===== src/rtl/series_job_dispatcher.sv =====
// Host-side initiator for the series-evaluation engine: issues one job at a time,
// holds start for a fixed number of cycles, waits for done under a watchdog, and returns the result.
module series_job_dispatcher #(
   parameter int WIDTH        = 16,
   parameter int START_CYCLES = 2,
   parameter int TIMEOUT      = 64
) (
   input  logic             clk,
   input  logic             rst,
   input  logic             in_valid_i,
   output logic             in_ready_o,
   input  logic [WIDTH-1:0] in_x_i,
   output logic             eng_start_o,
   output logic [WIDTH-1:0] eng_x_o,
   input  logic             eng_done_i,
   input  logic [WIDTH-1:0] eng_result_i,
   output logic             out_valid_o,
   input  logic             out_ready_i,
   output logic [WIDTH-1:0] out_result_o,
   output logic             out_err_o,
   output logic             busy_o,
   output logic [15:0]      job_count_o,
   output logic [7:0]       err_count_o
);

   // state   | meaning
   // S_IDLE  | ready for a job, in_ready high
   // S_START | eng_start held high, counting START_CYCLES
   // S_WAIT  | waiting for eng_done, watchdog counting down
   // S_HOLD  | result presented, waiting for out_ready
   typedef enum logic [1:0] {S_IDLE, S_START, S_WAIT, S_HOLD} state_t;

   localparam int CNT_MAX = (TIMEOUT > START_CYCLES) ? TIMEOUT : START_CYCLES;
   localparam int CW      = (CNT_MAX > 1) ? $clog2(CNT_MAX) : 1;
   localparam logic [CW-1:0] START_LOAD   = CW'(START_CYCLES - 1);
   localparam logic [CW-1:0] TIMEOUT_LOAD = CW'(TIMEOUT - 1);

   state_t           state_q, state_d;
   logic [CW-1:0]    cnt_q, cnt_d;
   logic             eng_start_q, eng_start_d;
   logic [WIDTH-1:0] eng_x_q, eng_x_d;
   logic             out_valid_q, out_valid_d;
   logic [WIDTH-1:0] out_result_q, out_result_d;
   logic             out_err_q, out_err_d;
   logic [15:0]      job_count_q, job_count_d;
   logic [7:0]       err_count_q, err_count_d;

   always_ff @(posedge clk or posedge rst) begin
      if (rst) begin
         state_q      <= S_IDLE;
         cnt_q        <= '0;
         eng_start_q  <= 1'b0;
         eng_x_q      <= '0;
         out_valid_q  <= 1'b0;
         out_result_q <= '0;
         out_err_q    <= 1'b0;
         job_count_q  <= '0;
         err_count_q  <= '0;
      end else begin
         state_q      <= state_d;
         cnt_q        <= cnt_d;
         eng_start_q  <= eng_start_d;
         eng_x_q      <= eng_x_d;
         out_valid_q  <= out_valid_d;
         out_result_q <= out_result_d;
         out_err_q    <= out_err_d;
         job_count_q  <= job_count_d;
         err_count_q  <= err_count_d;
      end
   end

   // One down-counter serves both the start-hold and the watchdog; each phase reloads it.
   always_comb begin
      state_d      = state_q;
      cnt_d        = cnt_q;
      eng_start_d  = eng_start_q;
      eng_x_d      = eng_x_q;
      out_valid_d  = out_valid_q;
      out_result_d = out_result_q;
      out_err_d    = out_err_q;
      job_count_d  = job_count_q;
      err_count_d  = err_count_q;
      case (state_q)
         S_IDLE: begin
            if (in_valid_i) begin
               eng_x_d     = in_x_i;
               eng_start_d = 1'b1;
               cnt_d       = START_LOAD;
               state_d     = S_START;
            end
         end
         S_START: begin
            if (cnt_q == '0) begin
               eng_start_d = 1'b0;
               cnt_d       = TIMEOUT_LOAD;
               state_d     = S_WAIT;
            end else begin
               cnt_d = cnt_q - 1'b1;
            end
         end
         S_WAIT: begin
            // done takes priority over a watchdog expiry in the same cycle
            if (eng_done_i) begin
               out_result_d = eng_result_i;
               out_err_d    = 1'b0;
               out_valid_d  = 1'b1;
               job_count_d  = job_count_q + 16'd1;
               state_d      = S_HOLD;
            end else if (cnt_q == '0) begin
               out_result_d = '0;
               out_err_d    = 1'b1;
               out_valid_d  = 1'b1;
               job_count_d  = job_count_q + 16'd1;
               if (err_count_q != 8'hFF) begin
                  err_count_d = err_count_q + 8'd1;
               end
               state_d = S_HOLD;
            end else begin
               cnt_d = cnt_q - 1'b1;
            end
         end
         S_HOLD: begin
            if (out_ready_i) begin
               out_valid_d = 1'b0;
               state_d     = S_IDLE;
            end
         end
         default: state_d = S_IDLE;
      endcase
   end

   assign in_ready_o   = (state_q == S_IDLE) & ~rst;
   assign busy_o       = (state_q != S_IDLE);
   assign eng_start_o  = eng_start_q;
   assign eng_x_o      = eng_x_q;
   assign out_valid_o  = out_valid_q;
   assign out_result_o = out_result_q;
   assign out_err_o    = out_err_q;
   assign job_count_o  = job_count_q;
   assign err_count_o  = err_count_q;

endmodule


===== config.mk =====
export PLATFORM = sky130hd
export DESIGN_NAME = series_job_dispatcher
export DESIGN_NICKNAME = d
export VERILOG_FILES = /design/src/rtl/series_job_dispatcher.sv
export SDC_FILE = /design/constraint.sdc
export NUM_CORES = 1
export LEC_CHECK = 0
export CAP_MARGIN = 10
export CORE_MARGIN = 10
export CORE_UTILIZATION = 30
export DETAILED_ROUTE_END_ITERATION = 8
export PLACE_DENSITY = 0.67
export REMOVE_ABC_BUFFERS = 1
export SYNTH_ARGS = -nofsm -noshare
export SYNTH_HDL_FRONTEND = slang
export SYNTH_SLANG_ARGS = --single-unit

===== constraint.sdc =====
create_clock -name clk -period 2.56 [get_ports clk]
set_input_delay 0.512 -clock clk [delete_from_list [all_inputs] [get_ports clk]]
set_output_delay 0.512 -clock clk [all_outputs]
set_load 0.005 [all_outputs]

## After elaboration in Yosys (flattened, before gate mapping)

Cells that the tools add are included.

| word-level totals | value |
|---|---|
| logic and storage cells | 62 |
| output and inout port bits | 61 |
| memories kept | 0 |
| bits in read-only memories | 0 |
| latch bits | 0 |
| bits in registers | 67 |
| RAM bits | 0 |

| operators by class | value |
|---|---|
| reductions and logical operators | 14 |
| bitwise logic cells | 3 |
| multiplexer cells | 23 |
| $lt $le $gt $ge | 0 |
| shifts and indexed selects | 0 |
| equal/unequal tests | 10 |
| $add $sub $neg | 3 |
| multipliers | 0 |
| div/mod/pow operators | 0 |

Operators with widths:

| kind | count |
|---|---|
| 16-bit 2-to-1 mux | 4 |
| 6-bit 2-to-1 mux | 4 |
| 6-bit one-hot mux with 3 select lines | 1 |
| 16-bit by 1-bit adder with 16-bit output, second input constant | 1 |
| 4-bit AND reduction | 3 |
| 2-bit 2-to-1 mux | 5 |
| 2-bit != test, second input constant | 5 |
| 8-bit by 1-bit adder with 8-bit output, second input constant | 1 |
| 8-bit != test, second input constant | 1 |
| 2-bit one-hot mux with 4 select lines | 1 |
| 2-bit nonzero test | 4 |
| 6-bit logical NOT | 1 |
| 1-bit 2-to-1 mux | 6 |
| 3-bit AND reduction | 2 |
| 6-bit by 1-bit subtractor with 6-bit output, second input constant | 1 |
| 2-bit equality test, second input constant | 2 |
| 1-bit one-hot mux with 2 select lines | 2 |
| 2-bit AND reduction | 2 |
| 3-bit != test, second input constant | 1 |
| 3-bit nonzero test | 1 |
| 2-bit by 1-bit equality test with 1-bit output, second input constant | 1 |
| 2-bit logical NOT | 1 |
| 1-bit inverter | 2 |
| 1-bit bitwise AND | 1 |

## Depth between registers and ports, before layout

Gate-level depths: netlist of run 1.

| depth | value |
|---|---|
| depth in word-level cells | 4 |
| gate-level depth with buffers | 8 |

## Worst setup path before layout of run 1

OpenSTA, ideal clock, no wires.

| timing | value |
|---|---|
| kind | reg-to-reg |
| start point | register state_q[0] |
| end point | register cnt_q[3] |
| path buffers | 1 |
| setup time | 0.126 ns |
| data arrival time | 1.793 ns |
| setup slack | 0.641 ns |
| required time | 2.434 ns |
| period minus slack after synthesis | 1.919 ns |
| stages on the path, launching flop included | 8 |
| cell sequence | dfrtp_1 > inv_1 > ha_1 > buf_4 > nand2_2 > o311ai_0 > or2_2 > a221o_1 |

| on the way | value |
|---|---|
| cells in the longest elaborated chain, start to end | 3 |
| elaborated cells on any way between the ends | 9 |
| classes of those cells | 5 x eq/ne; 1 x mux; 3 x reduce/logical |

Ends and longest elaborated chain:

| what | line | text |
|---|---|---|
| start: declaration | 38 | `state_t state_q, state_d;` |
| start signal: assignment | 60 | `state_q <= state_d;` |
| 2-bit equality test, or another cell as far along | 83 | `case (state_q)` |
| 2-bit != test (no line) / 3-bit nonzero test (equally long branches) | n/a |  |
| 4-bit AND reduction (no line) | n/a |  |
| end signal: assignment | 61 | `cnt_q <= cnt_d;` |
| end: declaration | 39 | `logic [CW-1:0] cnt_q, cnt_d;` |

Parallel ways exist; a longest one is shown, timed or not.
A chain may end at the register's enable or synchronous reset.

## Worst setup path after layout of run 1

| timing | value |
|---|---|
| start point | register state_q[0] |
| end point | output in_ready_o |

| on the way | value |
|---|---|
| cells in the longest elaborated chain, start to end | 2 |

Ends and longest elaborated chain:

| what | line | text |
|---|---|---|
| 2-bit logical NOT | 132 | `assign in_ready_o = (state_q == S_IDLE) & ~rst;` |
| 1-bit bitwise AND | 132 |  |
| end: declaration | 11 | `output logic in_ready_o,` |

Every way passes these cells.

==> impl_metrics.csv, run 1 <==
group,metric,value,unit
synth,synth_fa_ha_area_frac,0.0324,
worst_hold_path,hold_class,"flop to flop",
cts,numCtsBuffers,9,
global_route,grt_use_met2,0.151,
placed_design,dp_hpwl,5.83,mm
die,fp.dieArea,14800,um2
cts,cts-root-buf,"clkbuf_8",
cts,ctsHoldBuffers,0,
cts,h-tree-depth,3,
synth,avgSynthCellArea,10.8,um2
synth,yosys_warnings,0,
final_layout,multi_input_area,1320,um2
cts,cts_tree,"yes",
critical_path,critPathBufInv,3,
timing,min_period_over_period,0.921,
timing,tns,0,ns
die,coreArea,9910,um2
critical_path,crit_path_max_incr_delay,0.50,ns
detailed_routing,dr.pass1.iters,4,
synth,synthArstFlopShare,1.00,
critical_path,slowest_stage,"clkdlybuf4s50_1",
die,dieHeight,121,um
final_layout,fin_nets,436,
critical_path,startpoint_type,"flop",
final_layout,syn2layout_area_growth,43.2,%
timing,slew_headroom,0.505,
status,status,"finished, final reports clean",
final_layout,register_area,1680,um2
timing,fin_skew,0.00687,ns
final_layout,utilization,0.446,
pwr,worst_ir_drop_vdd,0.556,mV
critical_path,end_kind,"output pin",
synth,synthTopCellsByArea,"dfrtp_1, mux2_2, nand2_1, xor2_1, o21ai_0",
cts,clkLatencyLatePin,0.34,ns
synth,synthFlopType,"dfrtp_1",
global_route,grt_pass1_vias,2469,
run,maxCapViolations,0,
timing,rsz0062_at_grt,"false",
critical_path,path_cells,"inv_1 -> ha_1 -> inv_1 -> nor2_1 -> clkdlybuf4s50_1",
cts,ctsResizeCount,0,
global_route,gr-total-overflow,0,
critical_path,cp.depth,5,
timing,setup_viol,0,
final_layout,final_cells,529,
critical_path,regToRegSetupSlack,0.27,ns
placed_design,post_dp_cell_area,4240,um2
timing,min_period,2.36,ns
die,rows,36,
timing,final-max-slew-violation-count,0,
cts,post_cts_buffers,0,
global_route,met1_usage,0.149,
final_layout,final_common_cell,"clkdlybuf4s50_1",
synth,ys_types,48,
critical_path,cp_common_cell,"inv_1",
final_layout,stdcell_area,4420,um2
die,initial_core_util,0.312,
cts,clk_pin_slew_worst_paths,0.07,ns
global_route,antenna_found_initial,0,
final_layout,layout_common_cells,"clkdlybuf4s50_1, dfrtp_1, nand2_1, o21ai_0, mux2_2",
synth,synth_edf_count,0,
global_route,busiest_layer,"met2",
critical_path,crit_family,"buffers and inverters",
final_layout,drive_above_1_share,0.114,
global_route,grt_pass1_wl,13.0,mm
synth,synth_top_family_by_area,"simple AND/OR/NAND/NOR gates",
worst_hold_path,hold_depth,1,
global_route,grt_max_degree,35,
timing,fmaxAchievable,0.424,GHz
critical_path,path_class,"flop to output pin",
synth,ys_seq_elements,67,
critical_path,reg2reg_depth,6,
detailed_routing,drc,0,
synth,synthMuxAreaShare,0.0717,
placed_design,port_buffers,97,
detailed_routing,vias_per_cell,4.69,
detailed_routing,num_vias,2483,
synth,synth-compound-area-share,0.0960,
global_route,grt.met3_usage,0.0442,
cts,numClockSinks,67,
synth,yosys.area.top_type,"dfrtp_1",
placed_design,place.gp.congestion,0.796,
critical_path,cp.arrival,1.84,ns
synth,synth_seq_area_share,0.543,
die,die_w,121,um
placed_design,dp_cells,513,
cts,cts_buffer_depth,2,
final_layout,diodes,0,
detailed_routing,drt_iter0_drc,121,
die,pin_count,98,
synth,yosys.area_share.simple,0.165,
timing,final-hold-violation-count,0,
detailed_routing,wl_per_cell,15.1,um
critical_path,critPathRequiredTime,2.05,ns
timing,worst_slew_pin_slew,0.742,ns
detailed_routing,drtAntennaViolNets,0,
synth,syn-cell-area,3090,um2
final_layout,nFillCells,929,
global_route,track_usage,0.108,
detailed_routing,wirelength,7.97,mm
pwr,powerDensity,1020,nW/um2
synth,synth_cells,286,
critical_path,critical_path.max_fanout,5,
synth,synth_top_area_share,0.543,
pwr,p_leak,1.93,nW
pwr,power.total,4.52,mW
synth,synth_xor_xnor_area_share,0.0623,
==> per-stage QoR <==
step	hold WS (ns)	setup WS, ns
final	0.479	0.203
after global routing	0.492	0.0324
after CTS	0.485	0.177
after detailed placement	0.476	0.211
after global placement	0.468	0.380
after floorplan	0.465	0.365
==> flip-flops by register name, indices dropped and copies added, names as in the netlist, 2 cells and up <==
name	cells
eng_x_o	16
err_count_o	8
job_count_o	16
state_q	2
cnt_q	6
out_result_o	16
==> per-layer routing <==
layer  share of wire  wire length, um
met5               0                0
met3           0.098              778
met4          0.0095               76
met1            0.48             3850
met2            0.41             3270
==> final cells by class <==
type,instances,area share
Sequential cell,67,0.379
Multi-Input combinational cell,197,0.298
Timing Repair Buffer,104,0.234
Tap cell,133,0.0376
Clock buffer,12,0.0351
Inverter,12,0.0102
Clock inverter,4,0.00566
==> final timing paths <==
kind / startpoint / end
max: state_q[0] / in_ready_o
min reg2reg: job_count_o[15] / job_count_o[15]
max in group asynchronous: rst / err_count_o[3]
min in group asynchronous: rst / out_result_o[2]
max reg2reg: state_q[0] / cnt_q[4]
min: job_count_o[15] / job_count_o[15]
==> power breakdown <==
| group | switching, mW | internal [mW] | leakage, nW | total (mW) |
|---|---|---|---|---|
| clock network | 0.399 | 0.401 | 0.0884 | 0.800 |
| registers | 0.254 | 1.42 | 0.854 | 1.67 |
| logic | 0.928 | 1.12 | 0.988 | 2.05 |
==> logic make-up (layout without fill, tap and decap cells) <==
logic type / Yosys count / in the layout
compound gates: 44 / 44
xor+xnor: 22 / 22
fa+ha+maj: 8 / 8
buf+inv: 22 / 132
flops: 67 / 67
mux: 20 / 20
simple gates: 103 / 103
==> synth_stat cells (2+ instances only) <==
| library cell | n |
|---|---|
| dfrtp_1 | 67 |
| nand2_1 | 45 |
| o21ai_0 | 22 |
| mux2_2 | 17 |
| xor2_1 | 15 |
| inv_1 | 12 |
| nand3_1 | 10 |
| nor2_1 | 9 |
| ha_1 | 8 |
| nand4_1 | 8 |
| nor4_1 | 7 |
| xnor2_1 | 7 |
| clkbuf_1 | 6 |
| nor3_1 | 6 |
| and2_1 | 4 |
| mux2i_1 | 3 |
| nand2b_1 | 3 |
| o311ai_0 | 3 |
| and3_1 | 2 |
| buf_1 | 2 |
| o2111ai_1 | 2 |
| o211ai_1 | 2 |
Note: power is estimated with default switching activity, not from simulation.
==> inputs of run 2 (changes only) <==
Settings changed: DONT_BUFFER_PORTS set to 1, PLACE_DENSITY 0.67 to 0.55, SETUP_SLACK_MARGIN set to 0.5.
==> run 2 against run 1 <==
  * Worst hold slack got worse by 0.38 ns
  * Critical endpoint is now cnt_q[3]
  * Sequential share of layout area increased by 10 points
  * Total power down 12%
  * Critical path type is now flop to flop
  * Combinational power fell by 33%
==> impl_metrics.csv, run 2 (synthesized netlist as in run 1, its figures left out) <==
group,metric,value,unit
status,status,"finished, final reports clean",
critical_path,crit_family,"simple AND/OR/NAND/NOR gates",
detailed_routing,dr.pass1.iters,4,
pwr,clockPowerShare,0.207,
critical_path,slowest_stage,"dfrtp_1",
timing,rsz0062_at_grt,"true",
critical_path,cp.arrival,2.29,ns
cts,cts_buffer_depth,2,
timing,slew_headroom,0.566,
cts,cts-root-buf,"clkbuf_8",
timing,worst_slew_pin_slew,0.649,ns
final_layout,multi_input_area,1370,um2
pwr,powerDensity,1140,nW/um2
die,pin_count,98,
final_layout,final_cells,431,
detailed_routing,wirelength,7.64,mm
timing,fmaxAchievable,0.486,GHz
global_route,track_usage,0.104,
placed_design,dp_cells,415,
global_route,grt_pass1_vias,2170,
cts,numCtsBuffers,9,
timing,tns,0,ns
critical_path,critPathBufInv,1,
global_route,gr-total-overflow,0,
die,die_w,121,um
cts,clk_pin_slew_worst_paths,0.07,ns
run,maxCapViolations,0,
critical_path,r2r-start,"cnt_q[0]",
detailed_routing,num_vias,2201,
pwr,p_sw,1.52,mW
die,rows,36,
cts,numClockSinks,67,
global_route,antenna_found_initial,0,
detailed_routing,drtAntennaViolNets,0,
cts,ctsHoldBuffers,0,
worst_hold_path,hold_class,"primary input to asynchronous set/reset pin",
cts,h-tree-depth,3,
final_layout,fin_nets,339,
critical_path,path_class,"flop to flop",
pwr,worst_ir_drop_vdd,0.469,mV
cts,post_cts_buffers,0,
timing,final-hold-violation-count,0,
critical_path,critPathRequiredTime,2.79,ns
placed_design,dp_slack,0.406,ns
die,initial_core_util,0.312,
timing,min_period,2.06,ns
global_route,grt_max_degree,43,
timing,min_period_over_period,0.804,
die,fp.dieArea,14800,um2
placed_design,port_buffers,0,
final_layout,final_common_cell,"dfrtp_1",
timing,setup_viol,0,
final_layout,syn2layout_area_growth,13.0,%
critical_path,end_kind,"flop",
detailed_routing,drc,0,
final_layout,diodes,0,
placed_design,dp_hpwl,5.50,mm
critical_path,critical_path.max_fanout,21,
timing,fin_skew,0.00711,ns
final_layout,layout_common_cells,"dfrtp_1, nand2_1, o21ai_0, mux2_2, xor2_1",
timing,final-max-slew-violation-count,0,
pwr,seqPwrFrac,0.448,
global_route,grt_pass1_wl,12.0,mm
critical_path,path_cells,"inv_1 -> ha_1 -> nor3b_4 -> and3_2 -> or2_2 -> a221o_1",
pwr,internal-power,2.46,mW
detailed_routing,wl_per_cell,17.7,um
timing,fin_ws,0.501,ns
final_layout,drive_above_1_share,0.171,
die,dieHeight,121,um
pwr,p_comb_frac,0.344,
detailed_routing,vias_per_cell,5.11,
critical_path,startpoint_type,"flop",
critical_path,crit_path_max_incr_delay,0.39,ns
pwr,p_leak,1.57,nW
cts,cts_tree,"yes",
die,coreArea,9910,um2
final_layout,register_area,1680,um2
placed_design,place.gp.congestion,0.811,
cts,clkLatencyLatePin,0.35,ns
detailed_routing,drt_iter0_drc,138,
pwr,switching_share,0.382,
critical_path,startpoint,"cnt_q[0]",
final_layout,nFillCells,995,
-- run 2: layout make-up --
type | instances | share of cell area
Sequential cell | 67 | 0.480
Clock buffer | 12 | 0.0387
Inverter | 12 | 0.0129
Clock inverter | 3 | 0.0115
Timing Repair Buffer | 6 | 0.0165
Multi-Input combinational cell | 198 | 0.393
Tap cell | 133 | 0.0476
-- run 2: power by group through the flow --
stage	combinational, mW	clock [mW]	sequential (mW)
detailed placement	1.33	0	1.81
floorplan	0.993	0	1.69
CTS	1.35	0.883	1.79
global route	1.57	0.912	1.85
global placement	1.30	0	1.80
finish	1.37	0.825	1.79
-- run 2: through the flow --
stage | hold WS [ns] | util | power (mW) | instance area [um2]
floorplan | 0.465 | - | 2.68 | 3040
global placement | 0.476 | 0.330 | 3.11 | 3270
finish | 0.0945 | 0.353 | 3.98 | 3490
global route | 0.112 | 0.353 | 4.33 | 3490
CTS | 0.0856 | 0.348 | 4.02 | 3450
detailed placement | 0.484 | 0.330 | 3.14 | 3270
-- run 2: final timing paths --
path                                     to  slack, ns  cells past startpoint
setup reg to reg                   cnt_q[3]       0.50                      6
hold / removal              out_result_o[3]       0.09                      1
min in group clk           out_result_o[12]       0.28                      2
setup / recovery                   cnt_q[3]       0.50                      6
max in group asynchronous        eng_x_o[1]       1.83                      2
hold reg to reg             job_count_o[15]       0.52                      1
-- run 2: layer usage --
| metal | track usage | wire [um] | share of wire |
|---|---|---|---|
| met3 | 0.0554 | 886 | 0.12 |
| met4 | 0.0611 | 180 | 0.024 |
| met1 | 0.118 | 3010 | 0.39 |
| met2 | 0.153 | 3560 | 0.47 |
| met5 | 0 | 0 | 0 |
-- run 2: timing repair --
action,CTS,global route
endpoints found under the setup margin,12,13
cloned,0,1
gates resized for setup,3,8
==> inputs of run 3 (changes only) <==
Settings changed: PLACE_DENSITY 0.55 to 0.56.
Clock period 2.56 ns to 1.8 ns, I/O delays scaled along.
==> run 3 against run 2 <==
  * The flow now finishes with violations (negative setup slack)
  * Worst hold slack gained 0.037 ns
  * Register-to-register slack lost 0.51 ns
  * Combinational power rose to 2.9 times the previous value
  * Clock skew increased by 0.0019 ns
  * Routed wire length increased by 16%
  * Global-route usage is 1.5 points higher
  * Sequential power up 37%
  * Setup slack got worse by 0.51 ns
  * Final cell count increased by 13%
  * Cell area grew 30%
  * Non-clock buffer count grew 58
  * Critical path type unchanged
  * Critical endpoint unchanged
  * Highest routed layer unchanged
==> impl_metrics.csv, run 3 (synthesized netlist as in run 1, its figures left out) <==
group,metric,value,unit
status,status,"finished with violations",
status,violations,"negative setup slack",
cts,h-tree-depth,3,
global_route,grt_max_degree,41,
detailed_routing,vias_per_cell,4.99,
die,fp.dieArea,14800,um2
cts,clkLatencyLatePin,0.34,ns
final_layout,diodes,0,
die,coreArea,9910,um2
placed_design,port_buffers,0,
detailed_routing,dr.pass1.iters,4,
final_layout,final_common_cell,"dfrtp_1",
global_route,grt_pass1_vias,2580,
final_layout,nFillCells,905,
timing,fin_ws,-0.0140,ns
placed_design,dp_hpwl,6.02,mm
timing,worst_slew_pin_slew,0.494,ns
final_layout,fin_nets,396,
critical_path,critPathBufInv,3,
detailed_routing,wirelength,8.87,mm
critical_path,slowest_stage,"dfrtp_1",
pwr,worst_ir_drop_vdd,0.743,mV
critical_path,critical_path.max_fanout,5,
detailed_routing,num_vias,2442,
final_layout,drive_above_1_share,0.452,
timing,final-max-slew-violation-count,0,
worst_hold_path,hold_depth,2,
detailed_routing,drc,0,
cts,clk_pin_slew_worst_paths,0.08,ns
pwr,p_leak,2.14,nW
timing,rsz0062_at_grt,"true",
run,maxCapViolations,0,
critical_path,path_cells,"inv_1 -> ha_2 -> nor3b_4 -> buf_6 -> a21boi_1 -> buf_4 -> o21a_1 -> a221o_1",
timing,final-hold-violation-count,0,
final_layout,final_cells,489,
die,rows,36,
die,dieHeight,121,um
critical_path,startpoint_type,"flop",
cts,cts-root-buf,"clkbuf_8",
die,pin_count,98,
final_layout,layout_common_cells,"dfrtp_1, nand2_1, buf_4, buf_6, mux2_2",
critical_path,crit_family,"compound AO/OA/AOI/OAI gates",
die,initial_core_util,0.312,
cts,cts_buffer_depth,2,
placed_design,place.gp.congestion,0.831,
timing,min_period_over_period,1.01,
critical_path,critPathRequiredTime,2.03,ns
die,die_w,121,um
global_route,track_usage,0.120,
timing,min_period,1.81,ns
critical_path,cp.depth,8,
final_layout,utilization,0.457,
global_route,gr-total-overflow,0,
critical_path,reg2reg_depth,8,
global_route,grt_pass1_wl,14.1,mm
timing,fin_skew,0.00903,ns
timing,setup_viol,1,
cts,numClockSinks,67,
critical_path,cp.arrival,2.04,ns
placed_design,dp_slack,-0.0616,ns
critical_path,crit_path_max_incr_delay,0.38,ns
cts,cts_tree,"yes",
pwr,power.total,7.77,mW
global_route,antenna_found_initial,0,
final_layout,syn2layout_area_growth,46.7,%
critical_path,end_kind,"flop",
critical_path,path_class,"flop to flop",
placed_design,dp_cells,452,
detailed_routing,drt_iter0_drc,123,
detailed_routing,wl_per_cell,18.1,um
pwr,powerDensity,1710,nW/um2
worst_hold_path,hold_class,"primary input to flop",
timing,fmaxAchievable,0.551,GHz
timing,slew_headroom,0.670,
timing,tns,-0.0140,ns
cts,numCtsBuffers,9,
detailed_routing,drtAntennaViolNets,0,
run 3: changes by cell type in the layout (fill, tap and decap cells not counted), moves of 6 or more:
cell	delta
o21ai_0	-18
o21ai_2	+14
buf_4	+29
nor2_1	-6
buf_6	+22
nor4_4	+7
nor3_1	-6
run 3: area by class of cell:
cell class	instances	area, um2	share of cell area
Tap cell	133	166	0.0367
Multi-Input combinational cell	197	1770	0.389
Sequential cell	67	1680	0.370
Clock inverter	6	88.8	0.0196
Timing Repair Buffer	64	656	0.145
Inverter	12	52.6	0.0116
Clock buffer	10	128	0.0282
run 3: final timing paths:
path	to	slack, ns	start
setup / recovery	cnt_q[3]	-0.01	cnt_q[0]
hold / removal	out_result_o[14]	0.13	eng_result_i[14]
setup reg to reg	cnt_q[3]	-0.01	cnt_q[0]
hold reg to reg	job_count_o[15]	0.51	job_count_o[15]
max in group asynchronous	cnt_q[0]	0.70	rst
min in group asynchronous	out_result_o[5]	0.52	rst
run 3: worst register-to-register path, stage by stage, from the launching register on:
cell      delay [ns]
dfrtp_1         0.38
inv_1           0.06
ha_2            0.17
nor3b_4         0.19
buf_6           0.17
a21boi_1        0.09
buf_4           0.18
o21a_1          0.18
a221o_1         0.29
run 3: metrics by stage:
step	hold WS, ns	area (um2)
final	0.132	4530
after global routing	0.116	4530
after CTS	0.112	4380
after detailed placement	0.299	3580
after global placement	0.285	3580
after floorplan	0.465	3040
run 3: layer usage:
layer	wire length [um]	up-vias	GRT usage
met4	110	0	0.0410
li1	-	1131	-
met2	4330	72	0.197
met3	817	10	0.0544
met1	3610	1229	0.134
met5	0	-	0
run 3: where the power goes:
part           total (mW)  switching (mW)  internal [mW]
combinational        3.91            1.88           2.03
sequential           2.46           0.437           2.02
clock                1.40           0.612          0.783
total                7.77            2.93           4.84
run 3: timing repair:
| item | in CTS | in global routing |
|---|---|---|
| setup buffers | 17 | 2 |
| cloned | 1 | 0 |
| resized for setup | 109 | 27 |
| endpoints found under the hold margin | 20 | 0 |
| pin swaps | 46 | 18 |
| endpoints found under the setup margin | 69 | 70 |
| hold buffers | 1 | 0 |
